===== config.mk =====
export PLATFORM = sky130hd
export DESIGN_NAME = synch_updown_counter
export DESIGN_NICKNAME = d
export VERILOG_FILES = /design/src/rtl/synch_updown_counter.sv
export SDC_FILE = /design/constraint.sdc
export NUM_CORES = 1
export LEC_CHECK = 0
export CAP_MARGIN = 15
export CELL_PAD_IN_SITES_DETAIL_PLACEMENT = 2
export CELL_PAD_IN_SITES_GLOBAL_PLACEMENT = 2
export CORE_ASPECT_RATIO = 0.7
export CORE_UTILIZATION = 27
export CTS_BUF_LIST = sky130_fd_sc_hd__clkbuf_4 sky130_fd_sc_hd__clkbuf_8
export CTS_CLUSTER_SIZE = 14
export DETAILED_ROUTE_END_ITERATION = 6
export PLACE_DENSITY = 0.9
export RECOVER_POWER = 25
export SLEW_MARGIN = 15
export SYNTH_ARGS = -nofsm -noshare
export SYNTH_HDL_FRONTEND = slang
export SYNTH_SLANG_ARGS = --single-unit
export TNS_END_PERCENT = 30

===== constraint.sdc =====
create_clock -name clk -period 3.05 [get_ports clk]
set_clock_uncertainty 0.05 [all_clocks]
set_input_delay 0.61 -clock clk [delete_from_list [all_inputs] [get_ports clk]]
set_output_delay 0.61 -clock clk [all_outputs]
set_load 0.005 [all_outputs]

===== src/rtl/synch_updown_counter.sv =====
// synch_updown_counter: parametrised synchronous up/down counter with a
// programmable modulus, parallel load, wrap or saturate end-of-range handling,
// a combinational terminal-count flag, a registered wrap pulse and a registered
// Gray-coded copy of the count.
module synch_updown_counter #(
    parameter int unsigned SIZE     = 4,
    parameter int unsigned MOD      = 16,
    parameter int unsigned SATURATE = 0
) (
    input  logic            clk,
    input  logic            rst,
    input  logic            en,
    input  logic            up,
    input  logic            load,
    input  logic [SIZE-1:0] D,
    output logic [SIZE-1:0] Q,
    output logic [SIZE-1:0] Q_gray,
    output logic            tc,
    output logic            wrap
);

    localparam int unsigned EXT_W = SIZE + 1;
    localparam logic [SIZE-1:0]  LAST    = SIZE'(MOD - 1);
    localparam logic [EXT_W-1:0] MOD_EXT = EXT_W'(MOD);
    localparam bit               SAT     = (SATURATE != 0);

    logic [SIZE-1:0] q_next;
    logic [SIZE-1:0] gray_next;
    logic            wrap_next;
    logic [SIZE-1:0] d_clamped;
    logic            at_last;
    logic            at_first;

    assign at_last  = (Q == LAST);
    assign at_first = (Q == '0);

    // Out-of-range load values are clamped to the top of the count range.
    always_comb begin
        d_clamped = LAST;
        if ({1'b0, D} < MOD_EXT) begin
            d_clamped = D;
        end
    end

    // Terminal count: enabled and sitting at the end of range for this direction.
    always_comb begin
        tc = 1'b0;
        if (en) begin
            tc = up ? at_last : at_first;
        end
    end

    // Next-state selection: load beats count, count beats hold.
    always_comb begin
        q_next    = Q;
        wrap_next = 1'b0;
        if (load) begin
            q_next = d_clamped;
        end else if (en) begin
            if (up) begin
                if (!at_last) begin
                    q_next = Q + SIZE'(1);
                end else if (!SAT) begin
                    q_next    = '0;
                    wrap_next = 1'b1;
                end
            end else begin
                if (!at_first) begin
                    q_next = Q - SIZE'(1);
                end else if (!SAT) begin
                    q_next    = LAST;
                    wrap_next = 1'b1;
                end
            end
        end
    end

    // Gray copy is derived from the next count so it lands on the same edge.
    always_comb begin
        gray_next = q_next ^ (q_next >> 1);
    end

    // Count, Gray copy and wrap pulse registers with synchronous reset.
    always_ff @(posedge clk) begin
        if (rst) begin
            Q      <= '0;
            Q_gray <= '0;
            wrap   <= 1'b0;
        end else begin
            Q      <= q_next;
            Q_gray <= gray_next;
            wrap   <= wrap_next;
        end
    end

endmodule


==> results of run 1 <==
==> registers in the layout, summed over array words and instances, names as in the netlist <==
name / flops
Q: 4
Q_gray: 3
wrap: 1
==> worst max path at each step <==
stage | startpoint | endpoint | slack, ps | cells after the start
2_1_floorplan | up | tc | 1040 | 5
3_5_place_dp | up | tc | 140 | 6
3_3_place_gp | up | tc | 220 | 6
6_report | up | tc | 160 | 6
4_1_cts | up | tc | 140 | 6
5_1_grt | up | tc | 60 | 6
==> layer usage <==
metal | vias up | routed length, um
met5 | - | 0
met4 | 0 | 35
met3 | 4 | 94
met2 | 22 | 791
met1 | 253 | 686
li1 | 251 | -
==> worst reg2reg max path: stages (launching register included) <==
cell and delay [ps]:
dfxtp_1 500, inv_2 90, ha_1 240, mux2_4 290, a211o_1 330, nand3_2 100
nor2_1 50, mux2_4 270
==> stage by stage <==
| step | hold slack (ps) | cells |
|---|---|---|
| 6_report | 742.0 | 99 |
| 3_3_place_gp | 709.8 | 96 |
| 4_1_cts | 750.4 | 99 |
| 3_5_place_dp | 753.8 | 96 |
| 5_1_grt | 821.3 | 99 |
| 2_1_floorplan | 642.6 | 59 |
==> synthesized netlist by cell type (all sizes together) (2+ instances only) <==
library cell  number  area (um^2)
o21ai              2        10.01
inv                5        18.76
o41ai              2        32.53
mux2i              2        20.02
dfxtp              8        160.2
a21oi              4        20.02
buf                3        26.27
nor2               9        33.78
mux2               2        30.03
a31oi              3        25.02
ha                 2        25.02
nor3b              2        15.01
nand3              2        15.01
xor2               2        17.52
==> cell families (layout without fill, tap and decap cells) <==
kind of cell    Yosys count  count (layout)  synth area share (%)
buf+inv                   9              28                 9.283
simple gates             19              19                 19.05
flops                     8               8                 30.48
mux                       4               4                 9.524
xor+xnor                  3               3                 5.001
fa+ha+maj                 2               2                 4.761
compound gates           14              14                 21.90
==> power by group through the flow <==
stage               Sequential, uW  Combinational, uW  Clock [uW]
floorplan                      126               55.4           0
global placement               127               96.2           0
detailed placement             128                102           0
CTS                            125                102        85.0
global route                   126                109        89.3
finish                         125               98.3        81.4
==> area by class of cell <==
class	count	area, um^2
fill	195	957.2
multi-input combinational	42	316.6
timing repair buffer	20	195.2
sequential	8	160.2
tap	21	26.28
clock buffer	3	22.52
inverter	5	18.77
==> summary.md, run 1 <==
| Metric | Value |
|---|---|
| Area after DPL | `716.9 um^2` |
| Sequential share of power | `41.1%` |
| R2R Setup Slk | `about 1000 ps` |
| DIE WIDTH | `54.73 um` |
| Final period util | `94.79%` |
| GRT Total Usage | `18.01%` |
| Sequential share of the synthesized area | `~30%` |
| R2r worst-path depth | `7` |
| Buffers plus inverters on the worst setup path | `2` |
| Seq cells post-synth | `8` |
| Design area | `between 700 and 800 um^2` |
| Library cells used by synthesis | `29` |
| GR Util met3 | `7.843%` |
| RSZ-0062 raised after global routing | `no` |
| Max-cap viol count | `0` |
| Iter 0 DRT Violations | `6` |
| Final Util | `between 40% and 50%` |
| Hold path endpoint | `Q[0]$_SDFF_PP0_` |
| Final Setup Violations | `0` |
| Total Power | `between 300 and 400 uW` |
| Post-CTS Hold Buffers | `0` |
| Routed wire length per instance | `roughly 16 um` |
| Reg2reg start | `Q[0]$_SDFF_PP0_` |
| Initial Utilization | `30.97%` |
| Period minus WS final | `slightly below 3000 ps` |
| Ys flop type | `dfxtp_1` |
| DIE AREA | `between 2000 and 2500 um^2` |
| Max Freq | `345.9 MHz` |
| Die H | `38.91 um` |
| Final Max Slew Viols | `0` |
| Synth warnings | `0` |
| Met1 Use GR | `19.44%` |
| Vias | `530` |
| Remaining global-route overflow | `0` |
| Setup WS post-layout | `~160 ps` |
| Setup TNS | `0 ps` |
| Core area | `1697 um^2` |
| RR Endpoint | `Q_gray[2]$_SDFF_PP0_` |
| Most crowded layer after global routing | `met2` |
| Critical Path RT | `2390 ps` |
| 1st-pass router iterations | `3` |
| Slowest stage delay, CP | `approximately 510 ps` |
| Clk_lat worst skew | `approximately 260 ps` |
| Crit path launch type | `input port` |
| Largest delay share family, worst path | `buffers and inverters` |
| CP Max Fanout | `2` |
| Cell Chain, Critical Path | `clkdlybuf4s50_1, or3b_1, nor2_1, a41oi_1, nor2_1, clkdlybuf4s50_1` |
| EDFF count, synth | `0` |
| Clock tree buffer depth | `2` |
| Clk pwr share | `26.7%` |
| Hold Path Origin | `Q[0]$_SDFF_PP0_` |
| Post-CTS Setup Repair Bufs | `0` |
| Via-to-Cell Ratio | `5.354` |
| Vias in the first global route | `533` |
| Clock Tree Root | `clkbuf_4` |
| CTS Buf Count | `3` |
| Layout cells sized above 1 | `15.38%` |
| Overall routed net length | `1608 um` |
| Number of H-tree levels | `1` |
| Most frequent cells in the layout | `clkdlybuf4s50_1, nor2_1, dfxtp_1` |
| Post-CTS sizing | `0` |
| Pint | `roughly 210 uW` |
| Most common cell after layout, fill and taps aside | `clkdlybuf4s50_1` |
| Switching share of power | `29.74%` |
| Peak VDD IR | `~0.25 mV` |
| CP endpoint kind | `primary output` |
| Antenna-violating nets left | `0` |
| Crit Path Category | `in2out` |
| Rel. slew slack | `between 60% and 70%` |
| Worst slew pin tran | `487.7 ps` |
| Gate count of the mapped netlist | `59` |
| Initial antenna violation count | `0` |
| Worst path slowest cell | `clkdlybuf4s50_1` |
| Pre-CTS WS | `142.5 ps` |
| First-pass GRT wire length | `2470 um` |
| Port Buffer Count | `18` |
| Antenna Cells | `0` |
| Power share of the combinational group | `32.3%` |
| Synth Area per Inst | `8.907 um^2` |
| Status | `finished, final reports clean` |
| Mapped Area | `roughly 530 um^2` |
| # IOs | `19` |
| DR DRC count | `0` |
| Area added between synthesis and finish | `40.71%` |
| Clock Sinks | `8` |
| Final hold violations | `0` |
| Hold depth | `4` |
| Detailed placer's ending HPWL | `1340 um` |
| M2 GR Usage | `about 30%` |
| Rows | `12` |
| Reg clk slew, reported paths | `50 ps` |
| CTS tree | `done` |
| Leakage power | `0.0003100 uW` |
| Arrival time worst endpoint | `about 2200 ps` |
| Final Net Count | `91` |
| Psw | `90.68 uW` |
| Worst hold path class | `reg2reg` |
| Syn Nets | `70` |
| Largest net degree at the start of global routing | `12` |
| PD cells | `412.3 nW/um^2` |
| Async S/R FF share, synth | `0%` |
| Routability Congestion | `between 0.7 and 0.8` |
(Power assumes the default switching activity.)
==> run 2, diff against run 1 <==
--- a/config.mk
+++ b/config.mk
@@ -14,7 +14,8 @@
 export CTS_CLUSTER_SIZE = 14
 export DETAILED_ROUTE_END_ITERATION = 6
 export PLACE_DENSITY = 0.9
-export RECOVER_POWER = 25
+export RECOVER_POWER = 100
+export SKIP_LAST_GASP = 1
 export SLEW_MARGIN = 15
 export SYNTH_ARGS = -nofsm -noshare
 export SYNTH_HDL_FRONTEND = slang
==> run 2 against run 1 <==
Cell count is the same. Sequential share of layout area is 0.60 points higher. Wire length decreased by 0.68%. Hold slack got worse by 4.5 ps. Highest routed layer unchanged. Combinational power is 6.2% lower.
==> summary.md, run 2 (synthesis results as in run 1) <==
| Metric | Value |
|---|---|
| Vias in the first global route | `between 500 and 600` |
| Vias | `532` |
| RR Endpoint | `Q_gray[2]$_SDFF_PP0_` |
| Rel. slew slack | `65.48%` |
| Antenna-violating nets left | `0` |
| Overall routed net length | `1597 um` |
| Rows | `12` |
| Clock Sinks | `8` |
| Initial Utilization | `30.97%` |
| Area added between synthesis and finish | `36.90%` |
| Hold Path Origin | `Q[0]$_SDFF_PP0_` |
| Remaining global-route overflow | `0` |
| PD cells | `415.1 nW/um^2` |
| CTS Buf Count | `3` |
| Final Setup Violations | `0` |
| Die H | `38.91 um` |
| Period minus WS final | `2887 ps` |
| Clk_lat worst skew | `around 260 ps` |
| Post-CTS Hold Buffers | `0` |
| Antenna Cells | `0` |
| DIE AREA | `2130 um^2` |
| Design area | `719.4 um^2` |
| Crit Path Category | `in2out` |
| Iter 0 DRT Violations | `5` |
| Reg2reg start | `Q[0]$_SDFF_PP0_` |
| DR DRC count | `0` |
| Max reg flops | `4` |
| Total Power | `298.7 uW` |
| Crit path launch type | `input port` |
| Max-cap viol count | `0` |
| Most frequent cells in the layout | `dlygate4sd3_1, nor2_1, dfxtp_1, clkdlybuf4s50_1` |
| Largest Register | `Q` |
| 1st-pass router iterations | `4` |
| Crit path launch | `up` |
| Detailed placer's ending HPWL | `1340 um` |
| Initial antenna violation count | `0` |
| Worst hold path class | `reg2reg` |
| Layout cells sized above 1 | `10.26%` |
| Critical Path End | `tc` |
| Port Buffer Count | `18` |
| CTS tree | `done` |
| Reg clk slew, reported paths | `50 ps` |
| Biggest regs | `Q: 4 flops, Q_gray: 3 flops, wrap: 1 flops` |
| DIE WIDTH | `54.73 um` |
| Worst slew pin tran | `511.2 ps` |
| Final hold violations | `0` |
| Largest net degree at the start of global routing | `12` |
| Max Freq | `346.4 MHz` |
| RSZ-0062 raised after global routing | `no` |
| Clock Tree Root | `clkbuf_4` |
| Final Max Slew Viols | `0` |
| Leakage power | `0.0003050 uW` |
| Peak VDD IR | `0.2485 mV` |
| Final period util | `between 90% and 100%` |
| Fill cells | `slightly below 200` |
| Routed wire length per instance | `16.13 um` |
| Number of H-tree levels | `1` |
| Critical Path RT | `2390 ps` |
| Most common cell after layout, fill and taps aside | `dlygate4sd3_1` |
| Final Net Count | `just over 90` |
| Final Util | `a little over two fifths` |
| CP Max Fanout | `2` |
| # IOs | `19` |
| CP endpoint kind | `primary output` |
| Arrival time worst endpoint | `2230 ps` |
| Via-to-Cell Ratio | `5.374` |
| Status | `finished, final reports clean` |
| Routability Congestion | `0.7337` |
| GRT Total Usage | `18.01%` |
| Setup TNS | `0 ps` |
| R2R Setup Slk | `930 ps` |
| R2r worst-path depth | `7` |
| Area after DPL | `716.9 um^2` |
| Post-CTS sizing | `0` |
| Core area | `1697 um^2` |
| First-pass GRT wire length | `2470 um` |
| Post-CTS Setup Repair Bufs | `0` |
| Clock tree buffer depth | `2` |
run 2: routing by layer:
layer / part of all wire, % / track usage [%]
met4: 2.2 / 7.692
met2: 50 / 30.42
met5: 0 / 0
met1: 41 / 19.44
met3: 6.6 / 7.843
run 2: worst min-delay path by stage:
stage	endpoint	slack, ps	cells after the start
after global routing	Q[2]$_SDFF_PP0_	820	3
after global placement	Q[0]$_SDFF_PP0_	710	4
final	Q[0]$_SDFF_PP0_	740	4
after floorplan	Q[0]$_SDFF_PP0_	640	3
after CTS	Q[0]$_SDFF_PP0_	750	4
after detailed placement	Q[0]$_SDFF_PP0_	750	3
run 2: layout make-up:
| cell class | count | area [um^2] | share of cell area [%] |
|---|---|---|---|
| inverters | 5 | 18.77 | 2.609 |
| multi-input cells | 42 | 300.3 | 41.74 |
| flip-flops and latches | 8 | 160.2 | 22.26 |
| well taps | 21 | 26.28 | 3.652 |
| clock buffers | 3 | 22.52 | 3.130 |
| repair buffers | 20 | 191.4 | 26.61 |
run 2: worst max-delay path, cell delays in order:
cell	delay [ps]
clkdlybuf4s50_1	430
or3b_1	380
nor2_1	100
a41oi_1	50
nor2_1	140
clkdlybuf4s50_1	510
run 2: report_power, final:
| group | internal (uW) | leakage, uW | switching [uW] | total (uW) |
|---|---|---|---|---|
| clock network | 45.1 | 0.0000138 | 36.6 | 81.6 |
| registers | 115 | 0.0000663 | 10.0 | 125 |
| logic | 49.5 | 0.000225 | 42.8 | 92.2 |
run 2: per-stage QoR:
stage / cells / hold slack (ps) / setup slack (ps)
after global routing: 99 / 815.6 / 62.42
after detailed placement: 96 / 753.8 / 142.5
after floorplan: 59 / 642.6 / 1041
final: 99 / 737.4 / 163.4
after global placement: 96 / 709.8 / 217.7
after CTS: 99 / 750.4 / 144.1
==> run 3, diff against run 2 <==
==> constraint.sdc (replaced) <==
create_clock -name clk -period 3.7 [get_ports clk]
set_clock_uncertainty 0.05 [all_clocks]
set_input_delay 0.74 -clock clk [delete_from_list [all_inputs] [get_ports clk]]
set_output_delay 0.74 -clock clk [all_outputs]
set_load 0.005 [all_outputs]
==> run 3 against run 2 <==
Hold slack got worse by 30 ps. Highest routed layer unchanged. Register-to-register slack gained 740 ps. Die area unchanged. Largest power group unchanged. Combinational power fell by 23%.
==> summary.md, run 3 (synthesis results as in run 1) <==
| Metric | Value |
|---|---|
| Period minus WS final | `3442 ps` |
| Biggest regs | `Q: 4 flops, Q_gray: 3 flops, wrap: 1 flops` |
| PD cells | `between 300 and 400 nW/um^2` |
| Final Setup Violations | `0` |
| DR DRC count | `0` |
| Placed instance count | `between 90 and 100` |
| DR WL met3 | `79 um` |
| Wl on met1 | `around 700 um` |
| Crit Path Category | `in2out` |
| Psw | `77.19 uW` |
| Port Buffer Count | `18` |
| Core area | `roughly 1700 um^2` |
| Clk pwr share | `between 20% and 30%` |
| Max Freq | `290.5 MHz` |
| Largest net degree at the start of global routing | `12` |
| Via-to-Cell Ratio | `approximately 5` |
| Final period util | `93.03%` |
| Layout cells sized above 1 | `under 10%` |
| Critical Path RT | `2910 ps` |
| Clock Tree Root | `clkbuf_4` |
| Reg clk slew, reported paths | `60 ps` |
| Status | `finished, final reports clean` |
| Final Net Count | `89` |
| Setup TNS | `0 ps` |
| Total Power | `248.4 uW` |
| Iter 0 DRT Violations | `5` |
| Routed wire length per instance | `between 15 and 20 um` |
| Most common cell after layout, fill and taps aside | `dlygate4sd3_1` |
| Initial antenna violation count | `0` |
| Largest Register | `Q` |
| Final Non-Filler Cells | `97` |
| Overall routed net length | `1458 um` |
| Sequential share of power | `41.5%` |
| Clk_lat worst skew | `270 ps` |
| Max-cap viol count | `0` |
| Crit path launch type | `input port` |
| Clock tree buffer depth | `2` |
| Area added between synthesis and finish | `32.14%` |
| GRT Total Usage | `17.81%` |
| Final hold violations | `0` |
| CTS Buf Count | `3` |
| CP endpoint kind | `primary output` |
| Initial Utilization | `30.97%` |
| Most frequent cells in the layout | `dlygate4sd3_1, nor2_1, dfxtp_1, clkdlybuf4s50_1` |
| RSZ-0062 raised after global routing | `no` |
| Clock Sinks | `8` |
| Power share of the combinational group | `28.7%` |
| Die H | `38.91 um` |
| Post-CTS Hold Buffers | `0` |
| DIE WIDTH | `54.73 um` |
| Top layer in use | `met4` |
| Peak VDD IR | `0.1360 mV` |
| Detailed placer's ending HPWL | `roughly 1200 um` |
| 1st-pass router iterations | `3` |
| Pint | `171.2 uW` |
| # IOs | `19` |
| Leakage power | `0.0002948 uW` |
| CP Max Fanout | `7` |
| Remaining global-route overflow | `0` |
| Antenna-violating nets left | `0` |
| Rel. slew slack | `66.29%` |
| Final Max Slew Viols | `0` |
| Switching share of power | `31.08%` |
| Max reg flops | `4` |
| Vias | `~500` |
| Met2 WL | `about 650 um` |
| Post-CTS sizing | `0` |
| CTS tree | `done` |
| Worst hold path class | `reg2reg` |
| Antenna Cells | `0` |
| Routability Congestion | `a little under 0.8` |
| DIE AREA | `2130 um^2` |
| Post-CTS Setup Repair Bufs | `0` |
| Worst slew pin tran | `499.1 ps` |
| Vias in the first global route | `481` |
| Rows | `12` |
| Number of H-tree levels | `1` |
| Arrival time worst endpoint | `2650 ps` |
| First-pass GRT wire length | `2428 um` |
==> run 3: changes by cell type in the layout (fill, tap and decap cells not counted) <==
| cell | delta |
|---|---|
| a31oi_1 | +1 |
| a31oi_2 | -1 |
| buf_4 | -1 |
| clkbuf_1 | -1 |
| o41ai_1 | +1 |
| o41ai_2 | -1 |
==> run 3: worst max-delay path: stages <==
cell             delay, ps
dlygate4sd3_1          650
or3b_1                 420
nor2_1                 130
a41oi_1                 60
nor2_1                 140
clkdlybuf4s50_1        510
==> run 3: worst paths after layout <==
path                                      start                   end  slack (ps)  cells after the start
worst max-delay path                         up                    tc         260                      6
worst min-delay path            Q[2]$_SDFF_PP0_       Q[0]$_SDFF_PP0_         710                      3
worst max register to register  Q[0]$_SDFF_PP0_  Q_gray[2]$_SDFF_PP0_        1670                      7
worst min register to register  Q[2]$_SDFF_PP0_       Q[0]$_SDFF_PP0_         710                      3
==> run 3: area by class of cell <==
cell class / instances / area, um^2
Sequential cell: 8 / 160.2
Tap cell: 21 / 26.28
Multi-Input combinational cell: 42 / 286.5
Clock buffer: 3 / 22.52
Inverter: 5 / 18.77
Fill cell: 202 / 1002
Timing Repair Buffer: 18 / 180.2
==> run 3: stage by stage <==
step                util (%)  instance area [um^2]  hold WS (ps)  worst slack (ps)
floorplan                  -                 525.5         642.6              1431
global placement       41.37                 701.9         703.6             436.1
detailed placement     41.37                 701.9         710.1             343.2
CTS                    42.70                 724.4         722.7             342.5
global route           40.93                 694.4         785.2             119.7
finish                 40.93                 694.4         707.2             258.0
==> run 3: power by group through the flow <==
stage                     Combinational (uW)  Sequential (uW)  Clock [uW]
final                                   71.4              103        73.8
after global routing                    80.7              104        84.6
after CTS                               80.9              104        77.8
after detailed placement                80.5              106           0
after global placement                  77.7              105           0
after floorplan                         45.6              104           0
==> run 3: metal layers <==
metal	track usage, %	up-vias
li1	-	243
met1	22.81	225
met2	26.81	18
met3	7.059	2
met4	5.769	0
met5	0	-
